### src/rtl/pll_reset_seq.sv
// PLL bring-up / system-reset sequencer clocked from the free-running HSOSC.
// Lock, held stable long enough, releases system reset; it never releases the PLL's own reset.
module pll_reset_seq #(
  parameter int PLL_RST_CYCLES      = 16,
  parameter int LOCK_STABLE_CYCLES  = 1024,
  parameter int LOCK_TIMEOUT_CYCLES = 65536,
  parameter int MAX_RETRIES         = 3,
  parameter int SYNC_STAGES         = 2
) (
  input  logic                               clk,
  input  logic                               rst_n,
  input  logic                               locked,
  output logic                               pll_rst_n,
  output logic                               sys_rst_n,
  output logic                               ready,
  output logic                               fault,
  output logic                               lock_lost,
  output logic [$clog2(MAX_RETRIES+1)-1:0]   retry_count
);

  localparam int RC_W    = $clog2(MAX_RETRIES + 1);
  localparam int MAX_AB  = (PLL_RST_CYCLES > LOCK_STABLE_CYCLES) ? PLL_RST_CYCLES : LOCK_STABLE_CYCLES;
  localparam int CNT_MAX = (MAX_AB > LOCK_TIMEOUT_CYCLES) ? MAX_AB : LOCK_TIMEOUT_CYCLES;
  localparam int CNT_W   = (CNT_MAX > 1) ? $clog2(CNT_MAX) : 1;

  localparam logic [CNT_W-1:0] PLL_RST_LAST = CNT_W'(PLL_RST_CYCLES - 1);
  localparam logic [CNT_W-1:0] STABLE_LAST  = CNT_W'(LOCK_STABLE_CYCLES - 1);
  localparam logic [CNT_W-1:0] TIMEOUT_LAST = CNT_W'(LOCK_TIMEOUT_CYCLES - 1);
  localparam logic [RC_W-1:0]  MAX_RC       = RC_W'(MAX_RETRIES);

  localparam logic [2:0] S_PLL_RST   = 3'd0;
  localparam logic [2:0] S_WAIT_LOCK = 3'd1;
  localparam logic [2:0] S_STABLE    = 3'd2;
  localparam logic [2:0] S_RUN       = 3'd3;
  localparam logic [2:0] S_FAULT     = 3'd4;

  // The reset hold must outlast the synchronizer so a stale lock is flushed.
  generate
    if (PLL_RST_CYCLES < SYNC_STAGES + 2) begin : g_param_chk
      $error("pll_reset_seq: PLL_RST_CYCLES must be >= SYNC_STAGES+2");
    end
  endgenerate

  logic [SYNC_STAGES-1:0] sync_q, sync_d;
  logic [2:0]             state_q, state_d;
  logic [CNT_W-1:0]       cnt_q, cnt_d;
  logic [RC_W-1:0]        retry_q, retry_d;
  logic                   pll_rst_n_q, pll_rst_n_d;
  logic                   sys_rst_n_q, sys_rst_n_d;
  logic                   ready_q, ready_d;
  logic                   fault_q, fault_d;
  logic                   lock_lost_q, lock_lost_d;
  logic                   lock_s;

  assign lock_s = sync_q[SYNC_STAGES-1];

  always_comb begin
    sync_d      = SYNC_STAGES'({sync_q, locked});
    state_d     = state_q;
    retry_d     = retry_q;
    lock_lost_d = lock_lost_q;
    case (state_q)
      S_PLL_RST: begin
        if (cnt_q == PLL_RST_LAST) state_d = S_WAIT_LOCK;
      end
      S_WAIT_LOCK: begin
        if (lock_s) begin
          state_d = S_STABLE;
        end else if (cnt_q == TIMEOUT_LAST) begin
          if (retry_q == MAX_RC) begin
            state_d = S_FAULT;
          end else begin
            retry_d = retry_q + RC_W'(1);
            state_d = S_PLL_RST;
          end
        end
      end
      S_STABLE: begin
        // A drop on the terminal-count edge still wins over entering RUN.
        if (!lock_s) begin
          state_d = S_WAIT_LOCK;
        end else if (cnt_q == STABLE_LAST) begin
          state_d = S_RUN;
          retry_d = '0;
        end
      end
      S_RUN: begin
        if (!lock_s) begin
          lock_lost_d = 1'b1;
          state_d     = S_PLL_RST;
        end
      end
      S_FAULT: ;
      default: state_d = S_PLL_RST;
    endcase

    // RUN and FAULT have no terminal count, so the counter parks there.
    if (state_d != state_q)                         cnt_d = '0;
    else if (state_q == S_RUN || state_q == S_FAULT) cnt_d = cnt_q;
    else                                            cnt_d = cnt_q + CNT_W'(1);

    pll_rst_n_d = (state_d == S_WAIT_LOCK) || (state_d == S_STABLE) || (state_d == S_RUN);
    sys_rst_n_d = (state_d == S_RUN);
    ready_d     = (state_d == S_RUN);
    fault_d     = fault_q || (state_d == S_FAULT);
  end

  always_ff @(posedge clk or negedge rst_n) begin
    if (!rst_n) begin
      sync_q      <= '0;
      state_q     <= S_PLL_RST;
      cnt_q       <= '0;
      retry_q     <= '0;
      pll_rst_n_q <= 1'b0;
      sys_rst_n_q <= 1'b0;
      ready_q     <= 1'b0;
      fault_q     <= 1'b0;
      lock_lost_q <= 1'b0;
    end else begin
      sync_q      <= sync_d;
      state_q     <= state_d;
      cnt_q       <= cnt_d;
      retry_q     <= retry_d;
      pll_rst_n_q <= pll_rst_n_d;
      sys_rst_n_q <= sys_rst_n_d;
      ready_q     <= ready_d;
      fault_q     <= fault_d;
      lock_lost_q <= lock_lost_d;
    end
  end

  assign pll_rst_n   = pll_rst_n_q;
  assign sys_rst_n   = sys_rst_n_q;
  assign ready       = ready_q;
  assign fault       = fault_q;
  assign lock_lost   = lock_lost_q;
  assign retry_count = retry_q;

endmodule

### config.mk
export PLATFORM = sky130hd
export DESIGN_NAME = pll_reset_seq
export DESIGN_NICKNAME = d
export VERILOG_FILES = /design/src/rtl/pll_reset_seq.sv
export SDC_FILE = /design/constraint.sdc
export NUM_CORES = 1
export LEC_CHECK = 0
export CORE_UTILIZATION = 57
export CTS_CLUSTER_SIZE = 25
export DETAILED_ROUTE_END_ITERATION = 7
export GPL_TIMING_DRIVEN = 0
export PLACE_DENSITY_LB_ADDON = 0.08
export SLEW_MARGIN = 20
export SYNTH_ARGS = -nofsm -noshare
export SYNTH_HDL_FRONTEND = slang
export SYNTH_SLANG_ARGS = --single-unit
export TNS_END_PERCENT = 20
### constraint.sdc
create_clock -name clk -period 2.6 [get_ports clk]
set_clock_uncertainty 0.15 [all_clocks]
set_input_delay 0.65 -clock clk [delete_from_list [all_inputs] [get_ports clk]]
set_output_delay 0.65 -clock clk [all_outputs]
set_load 0.02 [all_outputs]
==> Word-level counts from Yosys, hierarchy flattened <==
Index checks and enable logic that the tools add are counted.
{ "totals": {"memories": 0, "ff_bits": 27, "input_bits": 3, "rom_bits": 0, "ram_bits": 0, "wordCells": 54, "latch_bits": 0} }
{ "classes": {"mux": 16, "n_reduce_logical": 8, "n_addsub": 2, "shifts": 0, "bitwise": 1, "div_mod_pow": 0, "n_lt_le_gt_ge": 0, "multipliers": 0, "n_eq_ne": 19} }
{ "ops": {"columns": ["operator", "count"], "rows": [
  ["two-way mux 16 bit", 2],
  ["two-way mux 3 bit", 7],
  ["adder 16 x 1 -> 16 bit (second input constant)", 1],
  ["== test 16 x 10 -> 1 bit (second input constant)", 1],
  ["== test 16 bit (second input constant)", 1],
  ["== test 16 x 4 -> 1 bit (second input constant)", 1],
  ["one-hot mux 3 bit (5 select lines)", 1],
  ["== test 3 x 2 -> 1 bit (second input constant)", 4],
  ["!= test 2 bit (second input constant)", 6],
  ["two-way mux 2 bit", 5],
  ["== test 3 x 1 -> 1 bit (second input constant)", 2],
  ["== test 3 bit (second input constant)", 2],
  ["AND reduction 6 bit", 1],
  ["logical OR 1 bit", 4],
  ["one-hot mux 2 bit (2 select lines)", 1],
  ["logical NOT 3 bit", 1],
  ["!= test 3 bit", 1],
  ["adder 2 x 1 -> 2 bit (second input constant)", 1],
  ["== test 2 bit (second input constant)", 1],
  ["AND reduction 2 bit", 1],
  ["nonzero test 2 bit", 1],
  ["inverter 1 bit", 1]
]} }

==> Logic depth before layout (Yosys ltp) <==
Gate-level depths: netlist (run 1).
{ "logic_depth": {"depth_word": 8, "depth_mapped": 7, "ltp_nobuf": 6} }

==> Worst setup path after synthesis (run 1) <==
OpenSTA, ideal clock, no wires.
{ "synth_path": {"path_type": "register to register", "from": "register cnt_q[0]", "to": "register retry_q[0] (netlist: retry_count[0])", "arrival_time_ns": 1.587, "path_buffers": 0, "setup_slack_ns": 0.738, "stages_incl_launch_ff": 7, "path_cell_list": "dfrtp_1 -> ha_1 -> nand4_1 -> nor4_4 -> nor3b_4 -> o32ai_1 -> mux2_4"} }
{ "synth_between": {"elab_chain_len": 3, "elab_cells_between_ends": 5, "classes_between": "eq/ne: 4; reduce/logical: 1"} }
{ "synth_lines": {"columns": ["item", "line_no", "rtl"], "rows": [
  ["start, declared", "46", "logic [CNT_W-1:0] cnt_q, cnt_d;"],
  ["start signal, assigned", "122", "cnt_q <= cnt_d;"],
  ["== test 16 x 10 -> 1 bit or == test 16 bit (tied branches)", "82, 69", null],
  ["!= test 2 bit (no line)", null, null],
  ["AND reduction 6 bit (no line) *", null, null],
  ["end signal, assigned", "123", "retry_q <= retry_d;"],
  ["end, declared", "47", "logic [RC_W-1:0] retry_q, retry_d;"]
]} }
Every way passes the cells marked *; elsewhere a longest branch is shown, timed or not.
A chain may end at the register's enable or synchronous reset.

==> results of run 1 <==
[Yosys cell counts, types with 2 or more instances]
| cell type | count | share of area |
|---|---|---|
| a21oi_1 | 3 | 0.011 |
| and3_1 | 2 | 0.0089 |
| and3_2 | 2 | 0.011 |
| buf_4 | 2 | 0.011 |
| buf_6 | 2 | 0.016 |
| dfrtp_1 | 27 | 0.48 |
| ha_1 | 2 | 0.018 |
| inv_1 | 2 | 0.0053 |
| nand2_1 | 11 | 0.029 |
| nand2b_1 | 3 | 0.013 |
| nand3_1 | 5 | 0.018 |
| nand4_1 | 5 | 0.022 |
| nor2_1 | 21 | 0.056 |
| nor2b_1 | 2 | 0.0089 |
| nor3_1 | 3 | 0.011 |
| nor4_1 | 2 | 0.0089 |
| xnor2_1 | 6 | 0.037 |
| xor2_1 | 10 | 0.062 |
[power groups by stage]
stage / combinational, mW / clock [mW] / sequential, mW
6_report: 0.415 / 0.184 / 0.551
5_1_grt: 0.467 / 0.202 / 0.562
4_1_cts: 0.420 / 0.186 / 0.552
3_5_place_dp: 0.418 / 0 / 0.561
3_3_place_gp: 0.409 / 0 / 0.556
2_1_floorplan: 0.300 / 0 / 0.562
[worst max-delay path, stage by stage (launching register included)]
cell and delay, ns:
dfrtp_1 0.37, buf_4 0.10, clkdlybuf4s50_1 0.58
[metrics by stage]
stage | hold WS, ns | instance area, µm²
after floorplan | 0.181 | 1410
final | 0.138 | 1560
after global placement | 0.183 | 1530
after global routing | 0.182 | 1560
after detailed placement | 0.195 | 1530
after CTS | 0.158 | 1560
[layout by cell type, fill, tap and decap left out, types with 2 or more instances in the layout]
master / n
nor3_1: 3
clkdlybuf4s50_1: 8
nor2b_1: 2
a21oi_1: 3
xnor2_1: 6
and3_2: 2
buf_4: 2
and3_1: 2
nor2_1: 21
ha_1: 2
xor2_1: 10
nand2b_1: 3
dfrtp_1: 27
nand2_1: 11
inv_1: 2
nor4_1: 2
clkbuf_4: 3
buf_6: 2
nand4_1: 5
nand3_1: 5
[path summary, 6_finish.rpt]
check | from | to | cells past startpoint
setup / recovery | ready$_DFF_PN0_ | sys_rst_n | 2
hold / removal | rst_n | state_q[0]$_DFF_PN0_ | 1
setup reg to reg | cnt_q[0]$_DFFE_PN0P_ | cnt_q[3]$_DFFE_PN0P_ | 7
hold reg to reg | sync_q[0]$_DFF_PN0_ | sync_q[1]$_DFF_PN0_ | 0
max in group asynchronous | rst_n | cnt_q[2]$_DFFE_PN0P_ | 1
min in group clk | sync_q[0]$_DFF_PN0_ | sync_q[1]$_DFF_PN0_ | 0
[registers in the layout, summed over array words and instances, names as in the netlist]
register     cells
cnt_q           16
fault            1
lock_lost        1
pll_rst_n        1
ready            1
retry_count      2
state_q          3
sync_q           2
[final cells by class]
cell class                      instances  area (µm²)  share of cell area
Sequential cell                        27         676               0.434
Buffer                                  4        37.5              0.0241
Timing Repair Buffer                    9        85.1              0.0547
Multi-Input combinational cell         98         687               0.442
Clock buffer                            3        22.5              0.0145
Tap cell                               28        35.0              0.0225
Inverter                                2        7.51             0.00483
Clock inverter                          1        5.00             0.00322
[per-layer routing]
metal  share of wire  track usage
met3           0.031       0.0263
met5               0            0
met1            0.48        0.297
met2            0.47        0.353
met4           0.013       0.0946
[logic make-up after synthesis]
kind of cell | after synthesis
simple gates | 65
xor+xnor | 16
flops | 27
mux | 2
compound gates | 13
fa+ha+maj | 2
buf+inv | 6
==> impl_results.md, run 1 <==
* Crit-path max FO at 2
* Post-Synth Simple-Gate Area at 0.260
* Final GP Congestion at 0.803
* # setup viols final at 0
* Post-synth top flop: dfrtp_1
* Period utilization at 0.842
* Int Power at 0.720 mW
* Via count at 972
* P&R area growth vs syn at 10.5%
* Die width at 51.7 µm
* Worst Hold Class: input pin to async pin
* Ys async rst share at 1.00
* Die area at 0.00267 mm²
* Final Instance Count excl. Fillers at 172
* H-tree level count at 1
* Flop2flop setup slack at between 0.5 and 0.6 ns
* Post-synth EDFFs at 0
* Main combinational cell family by area after synthesis: simple AND/OR/NAND/NOR gates
* Fin. max-slew vios at 0
* Sequential cell area fraction in the yosys report at 0.480
* Psw at 0.430 mW
* DRT Wirelength at 2470 µm
* Root buffer cell: clkbuf_4
* Leak at about 0.73 nW
* FMAX at 0.457 GHz
* Crit path DAT at roughly 1.4 ns
* Pwr per Cell Area at around 740 mW/mm²
* Post-place setup slack at 0.520 ns
* Syn Inst Count at 131
* Switch share at 0.374
* Compound-gate portion of the synthesized area at 0.0924
* Period minus WS final at 2.19 ns
* Port bufs at 9
* Slew @ Worst Pin at 0.583 ns
* Initial antenna violation count at 0
* Yosys cell types at 39
* Initial Utilization at 0.618
* Antenna diodes at 0
* Clock slew at reported path FFs at 0.15 ns
* Wire per inst at 14.3 µm
* Buffer depth of the longest clock path at 2
* Remaining global-route overflow at 0
* RSZ-0062 raised after global routing: no
* Worst rel slew slack at 0.611
* Via-to-Cell Ratio at 5.65
* Initial drt markers at 10
* Comb pwr share at 0.361
* Number of max-cap violations at 0
* Setup Buffers After CTS at 0
* Syn avg cell area at around 11 µm²
* Count of warnings emitted by yosys at 0
* Clk Latency, worst-skew pair at roughly 0.34 ns
* Final HPWL DP at 1810 µm
* Mapped Area at approximately 0.0014 mm²
* Status: completed
* Mux cell area share after synthesis at 0.0178
* I/O pin total at 10
* Synthesized flop and latch total at 27
* CTS Buf Count at 3
* Die H at 51.7 µm
* Fill cells at 173
* Clk sinks at 27
* CTS tree: done
* PostCTS Resize Cnt at 0
* Layout cells sized above 1 at 0.153
* TNS Setup at 0 ns
* Synth Area in Adders at 0.0178
* Req. time, crit path at 1.80 ns
* Post-route antenna net violation count at 0
* Endpoint type of the worst setup path: output pin
* Total chip power at 1.15 mW
* Clock power share at 0.160
* Setup ws final at slightly above 0.4 ns
* Crit path launch type: register
* Row cnt at 17
* Hold Vio Cnt, Final at 0
* Vias in the first global route at 934
* Seq pwr share at 0.479
* DRC viols at 0
* Nets at 150
* First-pass GRT wire length at 4280 µm
* Net Count, Synth at 136
* Peak VDD IR at slightly below 0.5 mV
* Critical path type: register to output pin
* First drt pass iteration count at 6
* Util after Layout at 0.683
* Largest net degree at the start of global routing at 28
* Core ar. at ~0.0023 mm²
* Cts hold-fix bufs at 0
* Placed cell count at 168
* Overall routing resource usage at 0.219
* Synth Area in XOR/XNOR at 0.0996
Power figures use the tool's default switching activity.
==> run 2: changes to the inputs <==
--- a/config.mk
+++ b/config.mk
@@ -5,7 +5,7 @@
 export SDC_FILE = /design/constraint.sdc
 export NUM_CORES = 1
 export LEC_CHECK = 0
-export CORE_UTILIZATION = 57
+export CORE_UTILIZATION = 51
 export CTS_CLUSTER_SIZE = 25
 export DETAILED_ROUTE_END_ITERATION = 7
 export GPL_TIMING_DRIVEN = 0
==> constraint.sdc (replaced) <==
create_clock -name clk -period 2 [get_ports clk]
set_clock_uncertainty 0.15 [all_clocks]
set_input_delay 0.5 -clock clk [delete_from_list [all_inputs] [get_ports clk]]
set_output_delay 0.5 -clock clk [all_outputs]
set_load 0.02 [all_outputs]
==> impl_results.md, run 2 (synthesized netlist as in run 1, its figures left out) <==
* Status: completed (unchanged)
* CP max stage delay at 0.61 ns (was 0.58 ns)
* RSZ-0062 raised after global routing: yes (was no)
* Int Power at 1.01 mW (was 0.720 mW)
* Final HPWL DP at 1760 µm (was 1810 µm)
* Peak VDD IR at 0.755 mV (was 0.488 mV)
* Total chip power at 1.57 mW (was 1.15 mW)
* Layout cells sized above 1 at 0.228 (was 0.153)
* Period utilization at 0.966
* TNS Setup at 0 ns (unchanged)
* Buffer depth of the longest clock path at 2 (unchanged)
* Comb pwr share at 0.407 (was 0.361)
* Crit path launch type: register (unchanged)
* First-pass GRT wire length at 4230 µm (was 4280 µm)
* # setup viols final at 0 (unchanged)
* Setup ws final at 0.0681 ns (was 0.411 ns)
* Leak at 0.793 nW (was 0.727 nW)
* Biggest regs: cnt_q: 16 flops, state_q: 3 flops (unchanged)
* Root buffer cell: clkbuf_4 (unchanged)
* I/O pin total at 10 (unchanged)
* Most flops, register: cnt_q (unchanged)
* Via-to-Cell Ratio at 5.64 (was 5.65)
* Crit-path slowest cell: clkdlybuf4s50_1 (unchanged)
* Crit path DAT at 1.28 ns (was 1.39 ns)
* FMAX at 0.518 GHz
* Worst Hold Class: input pin to async pin (unchanged)
* Clk sinks at 27 (unchanged)
* P&R area growth vs syn at 14.7% (was 10.5%)
* Hold_ws at 0.00992 ns (was 0.138 ns)
* CTS Buf Count at 3 (unchanged)
* CTS tree: done (unchanged)
* Die H at 54.5 µm (was 51.7 µm)
* Clock slew at reported path FFs at 0.13 ns (was 0.15 ns)
* Die area at 0.00297 mm² (was 0.00267 mm²)
* Post-place setup slack at -0.0642 ns (was 0.520 ns)
* Crit-path max FO at 2 (unchanged)
* Port bufs at 9 (unchanged)
* Cells along the critical path: clkdlybuf4s50_1 (was buf_4 > clkdlybuf4s50_1)
* CP delay by family, top: buffers and inverters (unchanged)
* Switch share at 0.356 (was 0.374)
* Worst rel slew slack at 0.611 (about the same)
* Remaining global-route overflow at 0 (unchanged)
* Endpoint type of the worst setup path: output pin (unchanged)
* CP Buf/Inv Count at 1 (was 2)
* Critical path type: register to output pin (unchanged)
* Hold Vio Cnt, Final at 0 (unchanged)
* Clk Latency, worst-skew pair at 0.32 ns (was 0.34 ns)
* Nets at 155 (was 150)
* Pwr per Cell Area at 972 mW/mm² (was 739 mW/mm²)
* Final Instance Area at 0.00161 mm² (was 0.00156 mm²)
* Final GP Congestion at 0.795 (was 0.803)
* DP Area at 0.00153 mm² (about the same)
* Initial drt markers at 18 (was 10)
* Seq pwr share at 0.451 (was 0.479)
* DRT Wirelength at 2480 µm (was 2470 µm)
* Cts hold-fix bufs at 0 (unchanged)
* Number of max-cap violations at 0 (unchanged)
* Crit path depth at 1 (was 2)
* Slew @ Worst Pin at 0.584 ns (was 0.583 ns)
* Req. time, crit path at 1.35 ns (was 1.80 ns)
* Initial antenna violation count at 0 (unchanged)
* Die width at 54.5 µm (was 51.7 µm)
* Fin. max-slew vios at 0 (unchanged)
* Fill cells at 210 (was 173)
* DRC viols at 0 (unchanged)
* Clock power share at 0.143 (was 0.160)
* Initial Utilization at 0.553 (was 0.618)
* Row cnt at 18 (was 17)
* Commonest non-fill, non-tap cell in the layout: dfrtp_1 (unchanged)
* Commonest cells after routing, fill and taps aside: dfrtp_1, nor2_1, nand2_1 (unchanged)
* Antenna diodes at 0 (unchanged)
* Via count at 1009 (was 972)
* Overall routing resource usage at 0.203 (was 0.219)
* Post-route antenna net violation count at 0 (unchanged)
* H-tree level count at 1 (unchanged)
* Worst reg-to-reg path cell count at 5 (was 7)
* First drt pass iteration count at 4 (was 6)
* Period minus WS final at 1.93 ns
* Largest net degree at the start of global routing at 28 (unchanged)
* Vias in the first global route at 974 (was 934)
* Psw at 0.558 mW (was 0.430 mW)
* Number of flip-flops in the largest register at 16 (unchanged)
* Core ar. at 0.00254 mm² (was 0.00228 mm²)
* Wire per inst at 13.9 µm (was 14.3 µm)
run 2: final cells by class:
type	count	area [µm²]	share of cell area
Inverter	2	7.51	0.00465
Tap cell	30	37.5	0.0233
Sequential cell	27	679	0.421
Clock buffer	4	26.3	0.0163
Timing Repair Buffer	14	123	0.0760
Buffer	4	37.5	0.0233
Multi-Input combinational cell	98	703	0.436
run 2: routing by layer:
layer / vias to the layer above / GRT usage / wire length (µm)
met3: 2 / 0.0583 / 85
met1: 495 / 0.261 / 1200
li1: 492 / - / -
met4: 0 / 0.0385 / 15
met5: - / 0 / 0
met2: 20 / 0.337 / 1190
run 2: power by group through the flow:
stage | registers, mW | clock network [mW] | logic [mW]
floorplan | 0.730 | 0 | 0.391
global placement | 0.721 | 0 | 0.537
detailed placement | 0.726 | 0 | 0.541
CTS | 0.705 | 0.237 | 0.616
global route | 0.717 | 0.264 | 0.718
finish | 0.707 | 0.224 | 0.638
run 2: final timing paths:
| kind | from | endpoint | slack [ns] |
|---|---|---|---|
| min | rst_n | cnt_q[4]$_DFFE_PN0P_ | 0.01 |
| max reg2reg | cnt_q[4]$_DFFE_PN0P_ | retry_count[0]$_DFFE_PN0P_ | 0.07 |
| min in group clk | sync_q[0]$_DFF_PN0_ | sync_q[1]$_DFF_PN0_ | 0.23 |
| max | fault$_DFF_PN0_ | fault | 0.07 |
| min reg2reg | sync_q[0]$_DFF_PN0_ | sync_q[1]$_DFF_PN0_ | 0.23 |
| max in group asynchronous | rst_n | state_q[0]$_DFF_PN0_ | 1.27 |
run 2: stage by stage:
stage	utilization	instances
after floorplan	-	131
after global placement	0.603	170
after detailed placement	0.601	170
after CTS	0.621	178
after global routing	0.634	179
final	0.634	179
run 2: timing repair:
item | CTS | global route
setup endpoints to repair | 14 | 19
setup buffers | 4 | 1
gates resized for setup | 3 | 9
pin swaps | 2 | 3
==> run 3: changes to the inputs <==
--- a/config.mk
+++ b/config.mk
@@ -5,6 +5,7 @@
 export SDC_FILE = /design/constraint.sdc
 export NUM_CORES = 1
 export LEC_CHECK = 0
+export CAP_MARGIN = 20
 export CORE_UTILIZATION = 51
 export CTS_CLUSTER_SIZE = 25
 export DETAILED_ROUTE_END_ITERATION = 7
==> results of run 3 <==
No change in the layout: final DEF, timing and power equal those of run 2.
